<file path="src/rtl/seq_det_pkg.sv">
// rtl/seq_det_pkg.sv - shared width helper and overlap mode constants for the pattern detector
package seq_det_pkg;

   localparam logic MODE_OVL    = 1'b1;
   localparam logic MODE_NONOVL = 1'b0;

   // Bits needed to hold a length of 0..max_len inclusive.
   function automatic int seq_len_w(input int max_len);
      return $clog2(max_len + 1);
   endfunction

endpackage

</file>
<file path="src/rtl/seq_window_cmp.sv">
// rtl/seq_window_cmp.sv - masked compare of the history window against the pattern
// Only the low i_len bits take part; bits at or above i_len are ignored.
module seq_window_cmp #(
   parameter int MAX_LEN = 8,
   parameter int LEN_W   = 4
) (
   input  logic [MAX_LEN-1:0] i_hist,
   input  logic [MAX_LEN-1:0] i_pat,
   input  logic [LEN_W-1:0]   i_len,
   output logic               o_eq
);

   logic [MAX_LEN-1:0] w_mask;

   always_comb begin
      w_mask = '0;
      for (int i = 0; i < MAX_LEN; i++) begin
         w_mask[i] = (i < int'(i_len));
      end
      o_eq = (((i_hist ^ i_pat) & w_mask) == '0);
   end

endmodule

</file>
<file path="src/rtl/seq_detector_param.sv">
// rtl/seq_detector_param.sv - runtime-programmable serial pattern detector with saturating match count
// Moore style: o_y is registered and pulses the cycle after the final pattern bit is sampled.
module seq_detector_param
   import seq_det_pkg::*;
#(
   parameter  int MAX_LEN = 8,
   parameter  int CNT_W   = 8,
   localparam int LEN_W   = seq_len_w(MAX_LEN)
) (
   input  logic               clk,
   input  logic               rst,
   input  logic               i_cfg_load,
   input  logic [MAX_LEN-1:0] i_pattern,
   input  logic [LEN_W-1:0]   i_len,
   input  logic               i_overlap,
   input  logic               i_en,
   input  logic               i_x,
   input  logic               i_cnt_clr,
   output logic               o_y,
   output logic [CNT_W-1:0]   o_match_cnt
);

   localparam logic [LEN_W-1:0] C_MAX_LEN = LEN_W'(MAX_LEN);
   localparam logic [CNT_W-1:0] C_CNT_MAX = '1;

   logic [MAX_LEN-1:0] r_cfg_pat;
   logic [LEN_W-1:0]   r_cfg_len;
   logic               r_cfg_ovl;
   logic [MAX_LEN-1:0] r_hist;
   logic [LEN_W-1:0]   r_fill;
   logic               r_y;
   logic [CNT_W-1:0]   r_cnt;

   logic [MAX_LEN-1:0] w_hist_nxt;
   logic [LEN_W-1:0]   w_fill_inc;
   logic               w_accept;
   logic               w_fill_ok;
   logic               w_cmp_eq;
   logic               w_hit;

   seq_window_cmp #(
      .MAX_LEN (MAX_LEN),
      .LEN_W   (LEN_W)
   ) u_cmp (
      .i_hist (w_hist_nxt),
      .i_pat  (r_cfg_pat),
      .i_len  (r_cfg_len),
      .o_eq   (w_cmp_eq)
   );

   // Match is judged on the window as it will look after this bit shifts in.
   always_comb begin
      w_accept   = i_en & ~i_cfg_load;
      w_hist_nxt = {r_hist[MAX_LEN-2:0], i_x};
      w_fill_inc = (r_fill == C_MAX_LEN) ? r_fill : r_fill + 1'b1;
      w_fill_ok  = (({1'b0, r_fill} + 1'b1) >= {1'b0, r_cfg_len});
      w_hit      = w_accept & w_fill_ok & w_cmp_eq & (r_cfg_len != '0);
   end

   always_ff @(posedge clk or posedge rst) begin
      if (rst) begin
         r_cfg_pat <= '0;
         r_cfg_len <= '0;
         r_cfg_ovl <= MODE_NONOVL;
         r_hist    <= '0;
         r_fill    <= '0;
         r_y       <= 1'b0;
      end else if (i_cfg_load) begin
         r_cfg_pat <= i_pattern;
         r_cfg_len <= (i_len > C_MAX_LEN) ? C_MAX_LEN : i_len;
         r_cfg_ovl <= i_overlap;
         r_hist    <= '0;
         r_fill    <= '0;
         r_y       <= 1'b0;
      end else if (i_en) begin
         r_hist <= w_hist_nxt;
         r_fill <= (w_hit && r_cfg_ovl == MODE_NONOVL) ? '0 : w_fill_inc;
         r_y    <= w_hit;
      end else begin
         r_y <= 1'b0;
      end
   end

   always_ff @(posedge clk or posedge rst) begin
      if (rst) begin
         r_cnt <= '0;
      end else if (i_cnt_clr) begin
         r_cnt <= '0;
      end else if (w_hit && r_cnt != C_CNT_MAX) begin
         r_cnt <= r_cnt + 1'b1;
      end
   end

   assign o_y         = r_y;
   assign o_match_cnt = r_cnt;

endmodule
</file>
<file path="config.mk">
export PLATFORM = sky130hd
export DESIGN_NAME = seq_detector_param
export DESIGN_NICKNAME = d
export VERILOG_FILES = /design/src/rtl/seq_det_pkg.sv /design/src/rtl/seq_window_cmp.sv /design/src/rtl/seq_detector_param.sv
export SDC_FILE = /design/constraint.sdc
export NUM_CORES = 1
export LEC_CHECK = 0
export BUFFER_PORTS_ARGS = -buffer_cell sky130_fd_sc_hd__buf_2
export CELL_PAD_IN_SITES_DETAIL_PLACEMENT = 1
export CELL_PAD_IN_SITES_GLOBAL_PLACEMENT = 1
export CORE_MARGIN = 2
export CORE_UTILIZATION = 44
export CTS_CLUSTER_SIZE = 8
export DETAILED_ROUTE_END_ITERATION = 6
export PLACE_DENSITY = 0.77
export SLEW_MARGIN = 15
export SYNTH_ARGS = -nofsm -noshare
export SYNTH_HDL_FRONTEND = slang
export SYNTH_SLANG_ARGS = --single-unit
</file>
<file path="constraint.sdc">
create_clock -name clk -period 3 [get_ports clk]
set_clock_uncertainty 0.15 [all_clocks]
set_input_delay 0.15 -clock clk [delete_from_list [all_inputs] [get_ports clk]]
set_output_delay 0.15 -clock clk [all_outputs]
set_load 0.05 [all_outputs]
</file>
==> results of run 1 <==
-- sequential cells by signal, indices dropped and copies added, names as in the netlist --
register	cells
o_match_cnt	8
r_cfg_pat	8
r_hist	7
r_cfg_len	4
r_fill	4
o_y	1
r_cfg_ovl	1
-- cell usage in the layout (no fill, tap or decap), types with 2 or more instances in the layout --
cell,Yosys,final
dfrtp_1,33,33
a31oi_1,2,2
nor2_1,16,16
dlygate4sd3_1,1,15
xor2_1,4,4
nor4b_1,3,3
ha_1,7,7
clkbuf_8,0,7
inv_1,7,7
mux2_2,15,15
o22ai_1,2,2
nand2b_1,3,3
mux2i_1,9,9
nor3_1,7,7
nand2_1,7,7
and4_1,2,2
nand3_1,4,4
nor2b_1,6,6
nand4_1,2,2
a211oi_1,2,2
o21ai_0,3,3
buf_2,0,27
nor4_1,3,3
xnor2_1,9,9
-- per-stage QoR --
| stage | util, % | worst slack (ps) | area [sq um] | instances | power, W |
|---|---|---|---|---|---|
| 2_1_floorplan | - | 373 | 1800 | 167 | 0.000595 |
| 3_3_place_gp | 49.2 | 383 | 1960 | 237 | 0.000621 |
| 3_5_place_dp | 49.2 | 288 | 1960 | 237 | 0.000629 |
| 4_1_cts | 55.6 | 266 | 2210 | 260 | 0.00102 |
| 5_1_grt | 55.6 | 129 | 2210 | 260 | 0.00106 |
| 6_report | 55.6 | 257 | 2210 | 260 | 0.00101 |
-- power groups by stage --
stage          Sequential [W]  Clock (W)  Combinational, W
2_1_floorplan        0.000493          0          0.000102
3_3_place_gp         0.000496          0          0.000126
3_5_place_dp         0.000498          0          0.000131
4_1_cts              0.000490   0.000383          0.000149
5_1_grt              0.000494   0.000398          0.000165
6_report             0.000490   0.000374          0.000147
-- cell families (layout without fill, tap and decap cells) --
family	count (synthesis)	count (layout)	share of synthesized area [%]
XOR/XNOR	13	13	6.32
AND/OR/NAND/NOR	58	58	17.6
flip-flops	33	33	45.8
multiplexers	24	24	14.4
adder cells (fa/ha/maj)	7	7	4.86
AO/OA/AOI/OAI	17	17	6.74
buffers and inverters	15	58	4.31
-- cell type report --
| class | count | share of cell area [%] |
|---|---|---|
| Inverter | 7 | 1.19 |
| Sequential cell | 33 | 37.4 |
| Clock buffer | 7 | 4.37 |
| Timing Repair Buffer | 43 | 13.3 |
| Tap cell | 50 | 2.83 |
| Multi-Input combinational cell | 119 | 40.7 |
| Clock inverter | 1 | 0.227 |
-- worst min path at each step --
| stage | depth (start not counted) | endpoint |
|---|---|---|
| final | 2 | o_match_cnt[6]$_DFFE_PP0P_ |
| after global routing | 2 | o_match_cnt[6]$_DFFE_PP0P_ |
| after CTS | 2 | o_match_cnt[6]$_DFFE_PP0P_ |
| after detailed placement | 3 | o_match_cnt[1]$_DFFE_PP0P_ |
| after global placement | 3 | o_match_cnt[1]$_DFFE_PP0P_ |
| after floorplan | 1 | r_cfg_len[2]$_DFFE_PP0P_ |
-- worst max-delay path, cell delays in order (launching register included) --
cell       delay [ps]
dfrtp_1           460
or4_4             570
o2bb2ai_1         150
a2111o_1          540
nor4b_1           380
mux2_2            370
-- per-layer routing --
layer  part of all wire, %  global-route usage (%)  vias to the layer above
met5                     0                       0                        -
met4                   1.8                    8.50                        0
met3                   3.1                    6.25                        8
met2                    54                    37.3                       20
met1                    41                    24.7                      704
li1                      -                       -                      676
==> impl_metrics.csv, run 1 <==
group,metric,value,unit
synth,syn_area,0.00180,sq mm
grt,grt_max_degree,34,
power_and_ir_drop,seq_power_share,48.5,%
synth,netlist_top_cells_area,"dfrtp_1, mux2_2, mux2i_1, ha_1, xnor2_1",
power_and_ir_drop,clockPowerShare,37.0,%
floorplanning,ios,28,
worst_setup_path,start_kind,"flop",
worst_setup_path,regToRegSetupSlack,260,ps
synth,syn_nets,193,
timing,slew_headroom,66.7,%
clock_network,cts.clk_slew.worst_paths,70,ps
routing,wl_per_cell,16.2,um
grt,grt_pass1_vias,1516,
synth,synth-seq-cells,33,
synth,synthDistinctLibCells,38,
clock_network,cts_buffers,5,
worst_setup_path,end_kind,"flop",
placement,routabilityCongestion,0.776,
routing,finalWirelength,4220,um
layout,regArea,826,sq um
placement,hpwl,2900,um
synth,synth-seq-area-share,45.8,%
power_and_ir_drop,p_sw_share,26.2,%
synth,netlist.area_leader.share,45.8,%
layout,diodes,0,
timing,fin_crit,2740,ps
routing,vias_per_cell,5.42,
layout,num-nets-final,235,
clock_network,cts_buffer_depth,2,
power_and_ir_drop,max-vdd-ir-drop,0.255,mV
clock_network,post_cts_buffers,0,
timing,rsz0062_at_grt,"no",
synth,avgSynthCellArea,10.8,sq um
synth,synth_top_cells_by_count,"dfrtp_1, nor2_1, mux2_2",
clock_network,clk_latency,290,ps
run_status,status,"completed",
floorplanning,dieWidth,68.0,um
synth,ys_async_sr_fraction,100,%
layout,fillerInstances,454,
placement,port_buffers,27,
synth,syn_inst,167,
routing,num_vias,1408,
timing,timing.final.crit_share,91.4,%
worst_setup_path,r2r-start,"r_cfg_len[3]$_DFFE_PP0P_",
layout,multi_input_area,898,sq um
worst_hold_path,hold_class,"input port to flop",
grt,grt_util_all_layers,21.5,%
synth,synthFlopType,"dfrtp_1",
floorplanning,num_rows,23,
synth,yosysWarnings,0,
power_and_ir_drop,leakage,1.02,nW
clock_network,cts_max_level,2,
worst_setup_path,r2r-end,"o_match_cnt[2]$_DFFE_PP0P_",
worst_setup_path,crit_path_start,"r_cfg_len[3]$_DFFE_PP0P_",
timing,setup_viol,0,
worst_hold_path,hold_start,"i_cnt_clr",
routing,dr.first_iter.drc_count,47,
synth,synth_edf_count,0,
timing,tightest_slew,496,ps
timing,hold_viol,0,
routing,dr.pass1.iters,4,
routing,drc,0,
clock_network,root_buffer,"clkbuf_8",
worst_setup_path,endpoint,"o_match_cnt[2]$_DFFE_PP0P_",
power_and_ir_drop,internal_power,0.000746,W
clock_network,holdBufCountCts,15,
floorplanning,dieArea,0.00462,sq mm
worst_setup_path,cp_data_arrival_time,2770,ps
worst_setup_path,criticalPathCategory,"flop to flop",
clock_network,tritoncts,"yes",
timing,hold-worst-slack,67.1,ps
power_and_ir_drop,switchingPower,0.000265,W
floorplanning,coreArea,0.00397,sq mm
synth,yosysTopAreaCell,"dfrtp_1",
floorplanning,start_util,45.4,%
run,maxCapViolations,0,
layout,final_layout_size_suffix_gt1_share,25.2,%
worst_setup_path,reg2regPathDepth,5,
worst_setup_path,cp_max_fo,10,
worst_setup_path,worstPathRequired,3020,ps
power_and_ir_drop,p_per_area,458,mW/mm^2
layout,area_delta_synth_final,22.5,%
floorplanning,die_h,68.0,um
timing,timing.fmax,0.365,GHz
routing,drt.antenna.violating_nets,0,
synth,synth.most_common_cell,"dfrtp_1",
timing,slew_viol_final,0,
power_and_ir_drop,comb_power_share,14.5,%
clock_network,cts_num_sinks,33,
timing,setup_tns,0,ps
grt,grt_pass1_wl,7140,um
clock_network,ctsResizeCount,0,
grt,antenna_found_initial,0,
grt,grt-ovfl-total,0,
(Power assumes the default switching activity.)
==> run 2: changes to the inputs <==
Settings changed: ABC_AREA from default to 1, CORE_ASPECT_RATIO from default to 1.2, CORE_UTILIZATION 44 to 42.
==> impl_metrics.csv, run 2 <==
group,metric,value,unit
synth,synthDistinctLibCells,29,
worst_setup_path,criticalPathCategory,"flop to flop",
power_and_ir_drop,p_per_area,420,mW/mm^2
worst_setup_path,crit_top_cell,"nand2_1",
power_and_ir_drop,leakage,1.22,nW
worst_hold_path,worstHoldEndpoint,"r_cfg_len[3]$_DFFE_PP0P_",
power_and_ir_drop,clockPowerShare,35.4,%
floorplanning,num_rows,26,
routing,vias_per_cell,4.96,
run_status,status,"completed",
routing,drt.antenna.violating_nets,0,
layout,final_cell_mix,"nand2_1, dfrtp_1, inv_1",
routing,drc,0,
worst_hold_path,hold_class,"input port to flop",
routing,dr.pass1.iters,4,
worst_setup_path,cpMaxStageDelayCell,"dfrtp_1",
floorplanning,ios,28,
worst_setup_path,r2r-end,"r_fill[3]$_DFFE_PP0P_",
clock_network,tritoncts,"yes",
placement,hpwl,3230,um
placement,port_buffers,27,
placement,post_dp_cell_area,0.00205,sq mm
run,maxCapViolations,0,
worst_setup_path,r2r-start,"r_fill[0]$_DFFE_PP0P_",
power_and_ir_drop,comb_power_share,14.3,%
timing,hold_viol,0,
clock_network,cts.clk_slew.worst_paths,70,ps
power_and_ir_drop,switchingPower,0.000255,W
synth,muxShareOfSynthArea,0,%
clock_network,cts_buffers,5,
clock_network,cts_num_sinks,33,
synth,syn_inst,228,
synth,synth_xor_area_share,4.68,%
timing,timing.fmax,0.424,GHz
layout,num-nets-final,298,
grt,grt_pass1_vias,1743,
worst_setup_path,cpLargestDelayFamily,"simple AND/OR/NAND/NOR gates",
floorplanning,coreArea,0.00426,sq mm
grt,grt-ovfl-total,0,
timing,slew_viol_final,0,
clock_network,cts_max_level,2,
worst_setup_path,end_kind,"flop",
floorplanning,die_h,77.2,um
synth,netlist_top_cells_area,"dfrtp_1, nand2_1, inv_1, nand3_2, ha_1",
synth,synth_edf_count,0,
synth,avgSynthCellArea,8.22,sq um
worst_hold_path,hold_path_depth,3,
timing,hold-worst-slack,10.2,ps
timing,setup_viol,0,
layout,diodes,0,
power_and_ir_drop,internal_power,0.000702,W
power_and_ir_drop,p_sw_share,26.6,%
layout,fin_util,53.5,%
worst_setup_path,crit_chain,"ha_1 > xor2_1 > ha_1 > nand3_1 > a21oi_1 > nor2_1 > nor2_1 > nand3_1 > nand2_1 > nand2_1 > nand2_1 > nand2_1",
synth,synth.most_common_cell,"nand2_1",
routing,wl_per_cell,13.6,um
placement,routabilityCongestion,0.818,
floorplanning,start_util,44.0,%
synth,synthFlopType,"dfrtp_1",
layout,fillerInstances,529,
grt,antenna_found_initial,0,
floorplanning,dieArea,0.00501,sq mm
timing,slew_headroom,60.2,%
synth,yosysTopAreaCell,"dfrtp_1",
worst_setup_path,cp_data_arrival_time,2380,ps
grt,grt_pass1_wl,7890,um
worst_setup_path,path_buf_inv,0,
timing,setup_tns,0,ps
timing,fin_crit,2360,ps
clock_network,clk_latency,280,ps
power_and_ir_drop,seq_power_share,50.3,%
synth,synth-seq-cells,33,
synth,netlist.area_leader.share,44.1,%
floorplanning,dieWidth,65.0,um
synth,ys_async_sr_fraction,100,%
worst_hold_path,hold_start,"i_len[3]",
worst_setup_path,regToRegSetupSlack,640,ps
worst_setup_path,cpPeakStageDelay,440,ps
synth,synth_top_family_by_area,"simple AND/OR/NAND/NOR gates",
layout,area_delta_synth_final,21.8,%
layout,fin_area,0.00228,sq mm
worst_setup_path,worstPathRequired,3030,ps
routing,finalWirelength,4470,um
worst_setup_path,start_kind,"flop",
timing,timing.final.crit_share,78.6,%
synth,syn_area,0.00187,sq mm
power_and_ir_drop,max-vdd-ir-drop,0.316,mV
worst_setup_path,reg2regPathDepth,12,
layout,regArea,826,sq um
clock_network,root_buffer,"clkbuf_8",
layout,final_layout_size_suffix_gt1_share,19.9,%
worst_setup_path,cp_max_fo,5,
grt,grt_max_degree,34,
routing,num_vias,1626,
layout,multi_input_area,888,sq um
layout,final_common_cell,"nand2_1",
synth,synth_fa_ha_area_share,4.68,%
routing,dr.first_iter.drc_count,39,
timing,tightest_slew,597,ps
clock_network,post_cts_buffers,0,
synth,yosys.area_share.simple,31.3,%
grt,grt_util_all_layers,20.4,%
synth,syn_nets,254,
synth,synth_compound_area_share,6.81,%
timing,rsz0062_at_grt,"no",
synth,synth-seq-area-share,44.1,%
synth,yosysWarnings,0,
clock_network,cts_buffer_depth,2,
synth,synth_top_cells_by_count,"nand2_1, dfrtp_1, inv_1",
## run 2: changes by cell type in the layout (fill, tap and decap cells not counted), sizes merged, moves of 4 or more
cell,change
inv,+26
mux2,-15
mux2i,-9
nand2,+63
nand3,+19
nand4,+7
nor2,-7
nor2b,-6
nor3,-6
o21ai,+8
o22ai,+5
xnor2,-7
xor2,+4
## run 2: area by class of cell
class,instances,area share [%]
multi-input cells,156,38.9
flip-flops and latches,33,36.2
repair buffers,42,12.4
inverters,34,5.60
clock buffers,7,3.78
well taps,56,3.07
## run 2: worst max path at each step
stage | slack [ps] | from | endpoint | cells after the start
detailed placement | 690 | r_fill[0]$_DFFE_PP0P_ | r_fill[1]$_DFFE_PP0P_ | 12
finish | 640 | r_fill[0]$_DFFE_PP0P_ | r_fill[3]$_DFFE_PP0P_ | 12
floorplan | 870 | r_fill[0]$_DFFE_PP0P_ | o_match_cnt[2]$_DFFE_PP0P_ | 12
global placement | 780 | r_fill[0]$_DFFE_PP0P_ | o_match_cnt[7]$_DFFE_PP0P_ | 11
global route | 440 | r_fill[0]$_DFFE_PP0P_ | r_fill[0]$_DFFE_PP0P_ | 12
CTS | 630 | r_fill[0]$_DFFE_PP0P_ | r_fill[3]$_DFFE_PP0P_ | 12
## run 2: logic make-up after synthesis
family	after synthesis
buffers and inverters	39
adders and majority gates	7
AOI/OAI and AO/OA	23
and+or+nand+nor	116
xor gates and xnor gates	10
DFF	33
## run 2: layer usage
metal	vias up	global-route usage, %	share of wire, %
met1	772	24.3	43
met5	-	0	0
li1	821	-	-
met3	6	4.84	2.9
met2	27	35.4	53
met4	0	7.02	1.7
## run 2: metrics by stage
stage / power [W] / std cells / setup slack, ps
after floorplan: 0.000572 / 228 / 869
after global placement: 0.000608 / 307 / 783
after detailed placement: 0.000614 / 307 / 685
after CTS: 0.000972 / 328 / 630
after global routing: 0.00101 / 328 / 437
final: 0.000957 / 328 / 643
## run 2: repair_timing
action                                 in CTS  in global routing
hold buffers                               14                  0
resized for setup                           0                  0
endpoints found under the hold margin      46                  0
## run 2: worst reg2reg max path, stage by stage (launching register included)
cell and delay (ps):
dfrtp_1 440, ha_1 250, xor2_1 160, ha_1 300, nand3_1 80, a21oi_1 130, nor2_1 60, nor2_1 130
nand3_1 180, nand2_1 120, nand2_1 100, nand2_1 80, nand2_1 50
## run 2: power by group through the flow
stage	sequential, W	combinational [W]	clock (W)
after floorplan	0.000486	0.0000867	0
after global placement	0.000488	0.000120	0
after detailed placement	0.000489	0.000124	0
after CTS	0.000481	0.000139	0.000352
after global routing	0.000484	0.000159	0.000364
final	0.000481	0.000137	0.000339
